$ cat config.mk
export PLATFORM = sky130hd
export DESIGN_NAME = pc_sequencer
export DESIGN_NICKNAME = d
export VERILOG_FILES = /design/src/rtl/cpu_ctrl_pkg.sv /design/src/rtl/branch_cond.sv /design/src/rtl/pc_sequencer.sv
export SDC_FILE = /design/constraint.sdc
export NUM_CORES = 1
export LEC_CHECK = 0
export BUFFER_PORTS_ARGS = -buffer_cell sky130_fd_sc_hd__buf_2
export CAP_MARGIN = 40
export CORE_MARGIN = 4
export CORE_UTILIZATION = 30
export CTS_CLUSTER_DIAMETER = 150
export DETAILED_ROUTE_END_ITERATION = 7
export PLACE_DENSITY_LB_ADDON = 0.12
export SLEW_MARGIN = 15
export SYNTH_ARGS = -nofsm -noshare
export SYNTH_HDL_FRONTEND = slang
export SYNTH_SLANG_ARGS = --single-unit
export TNS_END_PERCENT = 100
$ cat constraint.sdc
create_clock -name clk_i -period 3.5 [get_ports clk_i]
set_input_delay 0.35 -clock clk_i [delete_from_list [all_inputs] [get_ports clk_i]]
set_output_delay 0.35 -clock clk_i [all_outputs]
set_load 0.005 [all_outputs]
$ cat src/rtl/cpu_ctrl_pkg.sv
// Control encodings shared by the MIPS front end (decoder, ALU, PC sequencer).
// The TRAP state is present only when PC_ALIGN_CHECK_EN is defined.
package cpu_ctrl_pkg;

    typedef enum logic [1:0] {
        PC_NORM = 2'b00,
        PC_BR   = 2'b01,
        PC_JR   = 2'b10,
        PC_J    = 2'b11
    } pc_src_e;

    typedef enum logic [1:0] {
        BR_BLE  = 2'b00,
        BR_BLTZ = 2'b01,
        BR_BEQ  = 2'b10,
        BR_BNE  = 2'b11
    } branch_type_e;

`ifdef PC_ALIGN_CHECK_EN
    typedef enum logic [1:0] {ST_IDLE, ST_FETCH, ST_ISSUE, ST_TRAP} pc_state_e;
`else
    typedef enum logic [1:0] {ST_IDLE, ST_FETCH, ST_ISSUE} pc_state_e;
`endif

    // Branch immediates count words; scale to bytes with sign extension.
    function automatic logic [31:0] branch_offset(input logic [15:0] imm);
        return {{14{imm[15]}}, imm, 2'b00};
    endfunction

endpackage

$ cat src/rtl/branch_cond.sv
// Branch resolution: maps the decoder's branch type plus ALU zero/sign flags
// to a taken decision. Purely combinational.
module branch_cond
    import cpu_ctrl_pkg::*;
(
    input  logic [1:0] branch_type,
    input  logic       zero,
    input  logic       sign,
    output logic       taken
);

    always_comb begin
        taken = 1'b0;
        case (branch_type_e'(branch_type))
            BR_BLE:  taken = zero | sign;
            BR_BLTZ: taken = sign;
            BR_BEQ:  taken = zero;
            BR_BNE:  taken = ~zero;
            default: taken = 1'b0;
        endcase
    end

endmodule

$ cat src/rtl/pc_sequencer.sv
// Program-counter sequencer: fetches over a req/ack handshake, issues, then
// resolves the next PC. Optional misaligned-target trap via PC_ALIGN_CHECK_EN.
module pc_sequencer
    import cpu_ctrl_pkg::*;
#(
    parameter logic [31:0] RESET_PC = 32'h0000_0000
) (
    input  logic        clk_i,
    input  logic        rst_i,
    output logic        imem_req_o,
    input  logic        imem_ack_i,
    output logic [31:0] pc_o,
    output logic [31:0] pc_plus4_o,
    output logic        instr_valid_o,
    input  logic        stall_i,
    input  logic [1:0]  PC_src_i,
    input  logic [1:0]  Branch_type_i,
    input  logic        zero_i,
    input  logic [31:0] alu_result_i,
    input  logic [31:0] rs_data_i,
    input  logic [15:0] imm_i,
    input  logic [25:0] jaddr_i,
    output logic        flush_o,
    output logic [31:0] retired_cnt_o,
    output logic        misalign_o
);

    pc_state_e   state_reg;
    logic [31:0] pc_reg;
    logic [31:0] retired_reg;
    logic        req_reg;
    logic        valid_reg;
    logic        flush_reg;

    logic [31:0] pc_plus4;
    logic [31:0] next_pc;
    logic [31:0] target;
    logic        redirect;
    logic        br_taken;
    logic        trap_now;
    logic        unused_bits;

    assign pc_plus4 = pc_reg + 32'd4;

    branch_cond u_branch_cond (
        .branch_type (Branch_type_i),
        .zero        (zero_i),
        .sign        (alu_result_i[31]),
        .taken       (br_taken)
    );

    always_comb begin
        next_pc  = pc_plus4;
        redirect = 1'b0;
        case (pc_src_e'(PC_src_i))
            PC_BR: begin
                if (br_taken) begin
                    next_pc  = pc_plus4 + branch_offset(imm_i);
                    redirect = 1'b1;
                end
            end
            PC_JR: begin
                next_pc  = rs_data_i;
                redirect = 1'b1;
            end
            PC_J: begin
                next_pc  = {pc_plus4[31:28], jaddr_i, 2'b00};
                redirect = 1'b1;
            end
            default: begin
                next_pc  = pc_plus4;
                redirect = 1'b0;
            end
        endcase
    end

`ifdef PC_ALIGN_CHECK_EN
    logic misalign_reg;
    assign target      = next_pc;
    assign trap_now    = redirect & (|next_pc[1:0]);
    assign misalign_o  = misalign_reg;
    assign unused_bits = ^alu_result_i[30:0];
`else
    // Without the check, low address bits are simply dropped.
    assign target      = {next_pc[31:2], 2'b00};
    assign trap_now    = 1'b0;
    assign misalign_o  = 1'b0;
    assign unused_bits = ^{alu_result_i[30:0], next_pc[1:0]};
`endif

    always_ff @(posedge clk_i or negedge rst_i) begin
        if (!rst_i) begin
            state_reg    <= ST_IDLE;
            pc_reg       <= RESET_PC;
            retired_reg  <= 32'd0;
            req_reg      <= 1'b0;
            valid_reg    <= 1'b0;
            flush_reg    <= 1'b0;
`ifdef PC_ALIGN_CHECK_EN
            misalign_reg <= 1'b0;
`endif
        end else begin
            flush_reg <= 1'b0;
            case (state_reg)
                ST_IDLE: begin
                    state_reg <= ST_FETCH;
                    req_reg   <= 1'b1;
                end
                ST_FETCH: begin
                    if (imem_ack_i) begin
                        state_reg <= ST_ISSUE;
                        req_reg   <= 1'b0;
                        valid_reg <= 1'b1;
                    end
                end
                ST_ISSUE: begin
                    if (!stall_i) begin
                        valid_reg <= 1'b0;
                        if (trap_now) begin
`ifdef PC_ALIGN_CHECK_EN
                            state_reg    <= ST_TRAP;
                            misalign_reg <= 1'b1;
`endif
                        end else begin
                            state_reg   <= ST_FETCH;
                            req_reg     <= 1'b1;
                            pc_reg      <= target;
                            flush_reg   <= redirect;
                            retired_reg <= retired_reg + 32'd1;
                        end
                    end
                end
                // TRAP is left only through reset.
                default: begin
                    state_reg <= state_reg;
                end
            endcase
        end
    end

    assign imem_req_o    = req_reg;
    assign instr_valid_o = valid_reg;
    assign flush_o       = flush_reg;
    assign pc_o          = pc_reg;
    assign pc_plus4_o    = pc_plus4;
    assign retired_cnt_o = retired_reg;

endmodule

==> flow_metrics.py <==
metrics = {
    "sta": {
        "final_hold_viol_count": 0,
        "fin_crit_sh": 0.9984,
        "slew_violations": 0,
        "fin_setup_tns_ns": 0,
        "timing.fmax_mhz": 286.2,
        "fin_crit_ns": 3.495,
        "finalSetupViolations": 0,
        "worst_clock_skew_ns": 0.008473,
        "worstMarginPinSlew_ns": 0.6530,
        "relSlewSlack": 0.5631,
        "grt_setup_unrepaired": "true",
    },
    "setup_path": {
        "timing.rr.start": "pc_o[4]$_DFFE_PN0P_",
        "cp.arrival_ns": 3.77,
        "ff2ff_setup_slack_ns": 0.005,
        "cp.required_ns": 3.78,
        "start_kind": "flip-flop",
        "crit_path_end_kind": "flip-flop",
        "crit_fanout": 4,
        "critical_path_class": "flip-flop to flip-flop",
        "crit_path_start": "pc_o[4]$_DFFE_PN0P_",
    },
    "grt": {
        "grt_pass1_vias": 5985,
        "antenna_found_initial": 0,
        "grt_pass1_wl_mm": 31.83,
        "grt_max_degree": 48,
        "gr-total-overflow": 0,
        "grt.total_usage": 0.1867,
    },
    "floorplanning": {
        "rows": 49,
        "die-width_um": 145.3,
        "die_y_um": 145.3,
        "dieArea_sq_um": 21110,
        "ios": 215,
        "fp.coreArea_sq_um": 18270,
        "initial_core_util": 0.3095,
    },
    "clock_tree": {
        "h-tree-depth": 3,
        "cts-root-buf": "clkbuf_16",
        "clk_latency_ns": 0.35,
        "clockBufferDepth": 2,
        "cts_sinks": 66,
        "clk_pin_slew_ns": 0.06,
        "cts_tree": "built",
        "cts_buffers": 9,
    },
    "placed_design": {
        "portBuffers": 176,
        "placed_area_sq_um": 7557,
        "globalplace.congestion": 0.8056,
        "dpl.hpwl_mm": 15.37,
    },
    "detailed_routing": {
        "dr.pass1.iters": 4,
        "routed_wl_mm": 20.05,
        "antenna_left": 0,
        "via_per_inst": 4.987,
        "drc_errors": 0,
        "vias": 5960,
        "dr.first_iter.drc_count": 284,
        "wl_per_cell_um": 16.78,
    },
    "synth": {
        "ys_ff_latch": 66,
        "yosys_warnings": 0,
        "synthTopCellsByCount": "nand2_1, dfrtp_1, nor2_1",
        "post-synth-top-count-cell": "nand2_1",
        "synthesis.area_sq_um": 5655,
        "syn_area_per_cell_sq_um": 8.305,
        "synth-edff-count": 0,
        "syn_inst": 681,
        "synth_cell_type_count": 61,
        "synthFlopType": "dfrtp_1",
        "synth_area_leader_cell": "dfrtp_1",
        "synth-seq-area-share": 0.2920,
        "synth_area_leaders": "dfrtp_1, ha_1, xnor2_1",
        "synth-async-reset-ratio": 1.000,
        "synth_top_cell_area_share": 0.2920,
    },
    "power": {
        "ir_drop_uv": 253.0,
        "power_w": 0.005840,
        "powerDensity_nw_per_um2": 704.0,
        "leakage_nw": 4.148,
    },
    "run": {
        "maxCapViolCount": 0,
    },
    "final_layout": {
        "fin_nets": 1114,
        "area_delta_synth_final_pct": 46.68,
        "final_cell_area_sq_um": 8295,
        "n_fill_cell": 1841,
        "largest_reg_flops": 32,
        "drive_gt1_frac": 0.3882,
        "utilization": 0.4540,
        "n_antenna_cell": 0,
    },
    "outcome": {
        "status": "finished clean",
    },
    "min_path": {
        "hold_path_class": "input pin to flip-flop",
        "hp-start": "stall_i",
    },
}
-- area by class of cell --
| cell class | instances | area, sq um | share of cell area |
|---|---|---|---|
| Tap cell | 229 | 286.5 | 0.03454 |
| Clock buffer | 10 | 229.0 | 0.02760 |
| Multi-Input combinational cell | 571 | 4158 | 0.5012 |
| Inverter | 17 | 63.81 | 0.007692 |
| Clock inverter | 6 | 90.09 | 0.01086 |
| Timing Repair Buffer | 296 | 1817 | 0.2190 |
| Sequential cell | 66 | 1652 | 0.1991 |
-- where the power goes --
part | leakage, nW | switching (W) | internal [W] | total [W]
Sequential | 0.850 | 0.000193 | 0.000946 | 0.00114
Combinational | 3.14 | 0.00184 | 0.00185 | 0.00369
Clock | 0.153 | 0.000384 | 0.000627 | 0.00101
-- per-layer routing --
layer  wire (um)  GRT usage  part of all wire
met1        9760     0.2599              0.49
met4         423    0.05840             0.021
met3        1029    0.03711             0.051
met5           0          0                 0
met2        8834     0.2926              0.44
-- cells in the final DEF (no fill, tap or decap), types with 9 or more instances in the layout --
cell type and n:
o211ai_1 9, a21o_1 12, o21ai_0 35, inv_1 16, mux2i_1 19, ha_1 32
a21oi_1 44, mux2_2 10, buf_4 115, buf_2 176, and3_1 20, nor2_1 50
nor3_1 12, dfrtp_1 66, nand2_1 77, nand4_1 11, clkbuf_16 9, nand3_1 22
xnor2_1 41, xor2_1 30
-- critical path: stages, from the launching register on --
cell and delay (ns):
dfrtp_1 0.36, and3_4 0.20, and3_4 0.19, and3_4 0.24, and3_4 0.21, nand3_4 0.10, nor2_4 0.12, xor2_2 0.21
ha_4 0.25, a21oi_4 0.13, o21bai_1 0.07, a21o_1 0.17, a211o_1 0.24, o221ai_2 0.20, mux2_4 0.32, a211o_1 0.30
a21oi_1 0.12
-- path summary, 6_finish.rpt --
| path | end | cells after the start |
|---|---|---|
| max in group asynchronous | pc_o[16]$_DFFE_PN0P_ | 3 |
| min in group asynchronous | retired_cnt_o[28]$_DFFE_PN0P_ | 2 |
| worst max-delay path | pc_o[24]$_DFFE_PN0P_ | 16 |
| worst min-delay path | state_reg[0]$_DFFE_PN0P_ | 2 |
| worst min register to register | retired_cnt_o[31]$_DFFE_PN0P_ | 1 |
| worst max register to register | pc_o[24]$_DFFE_PN0P_ | 16 |
-- metrics by stage --
step / hold slack (ns) / setup WS, ns / cells
after global placement: 0.4546 / -0.1764 / 1159
after CTS: 0.2212 / -0.03952 / 1193
after floorplan: 0.05441 / -0.05968 / 685
final: 0.2456 / 0.005447 / 1195
after detailed placement: 0.1943 / -0.1401 / 1160
after global routing: 0.2456 / -0.1866 / 1195
-- kinds of logic (layout without fill, tap and decap cells) --
| logic type | Yosys count | after routing | share of synthesized area |
|---|---|---|---|
| AOI/OAI and AO/OA | 178 | 178 | 0.2000 |
| buffers and inverters | 48 | 329 | 0.03739 |
| muxes | 31 | 31 | 0.05752 |
| and+or+nand+nor | 238 | 238 | 0.2002 |
| adders and majority gates | 38 | 38 | 0.08540 |
| xor gates and xnor gates | 81 | 81 | 0.1268 |
| DFF | 66 | 66 | 0.2920 |
| other | 1 | 5 | 0.0006631 |
-- timing repair --
| item | in CTS | in global routing |
|---|---|---|
| pin swaps | 15 | 23 |
| setup buffers | 16 | 3 |
| resized for setup | 20 | 28 |
| hold endpoints to repair | 3 | 0 |
| setup endpoints to repair | 11 | 12 |
| hold buffers | 1 | 0 |
(Power assumes the default switching activity.)
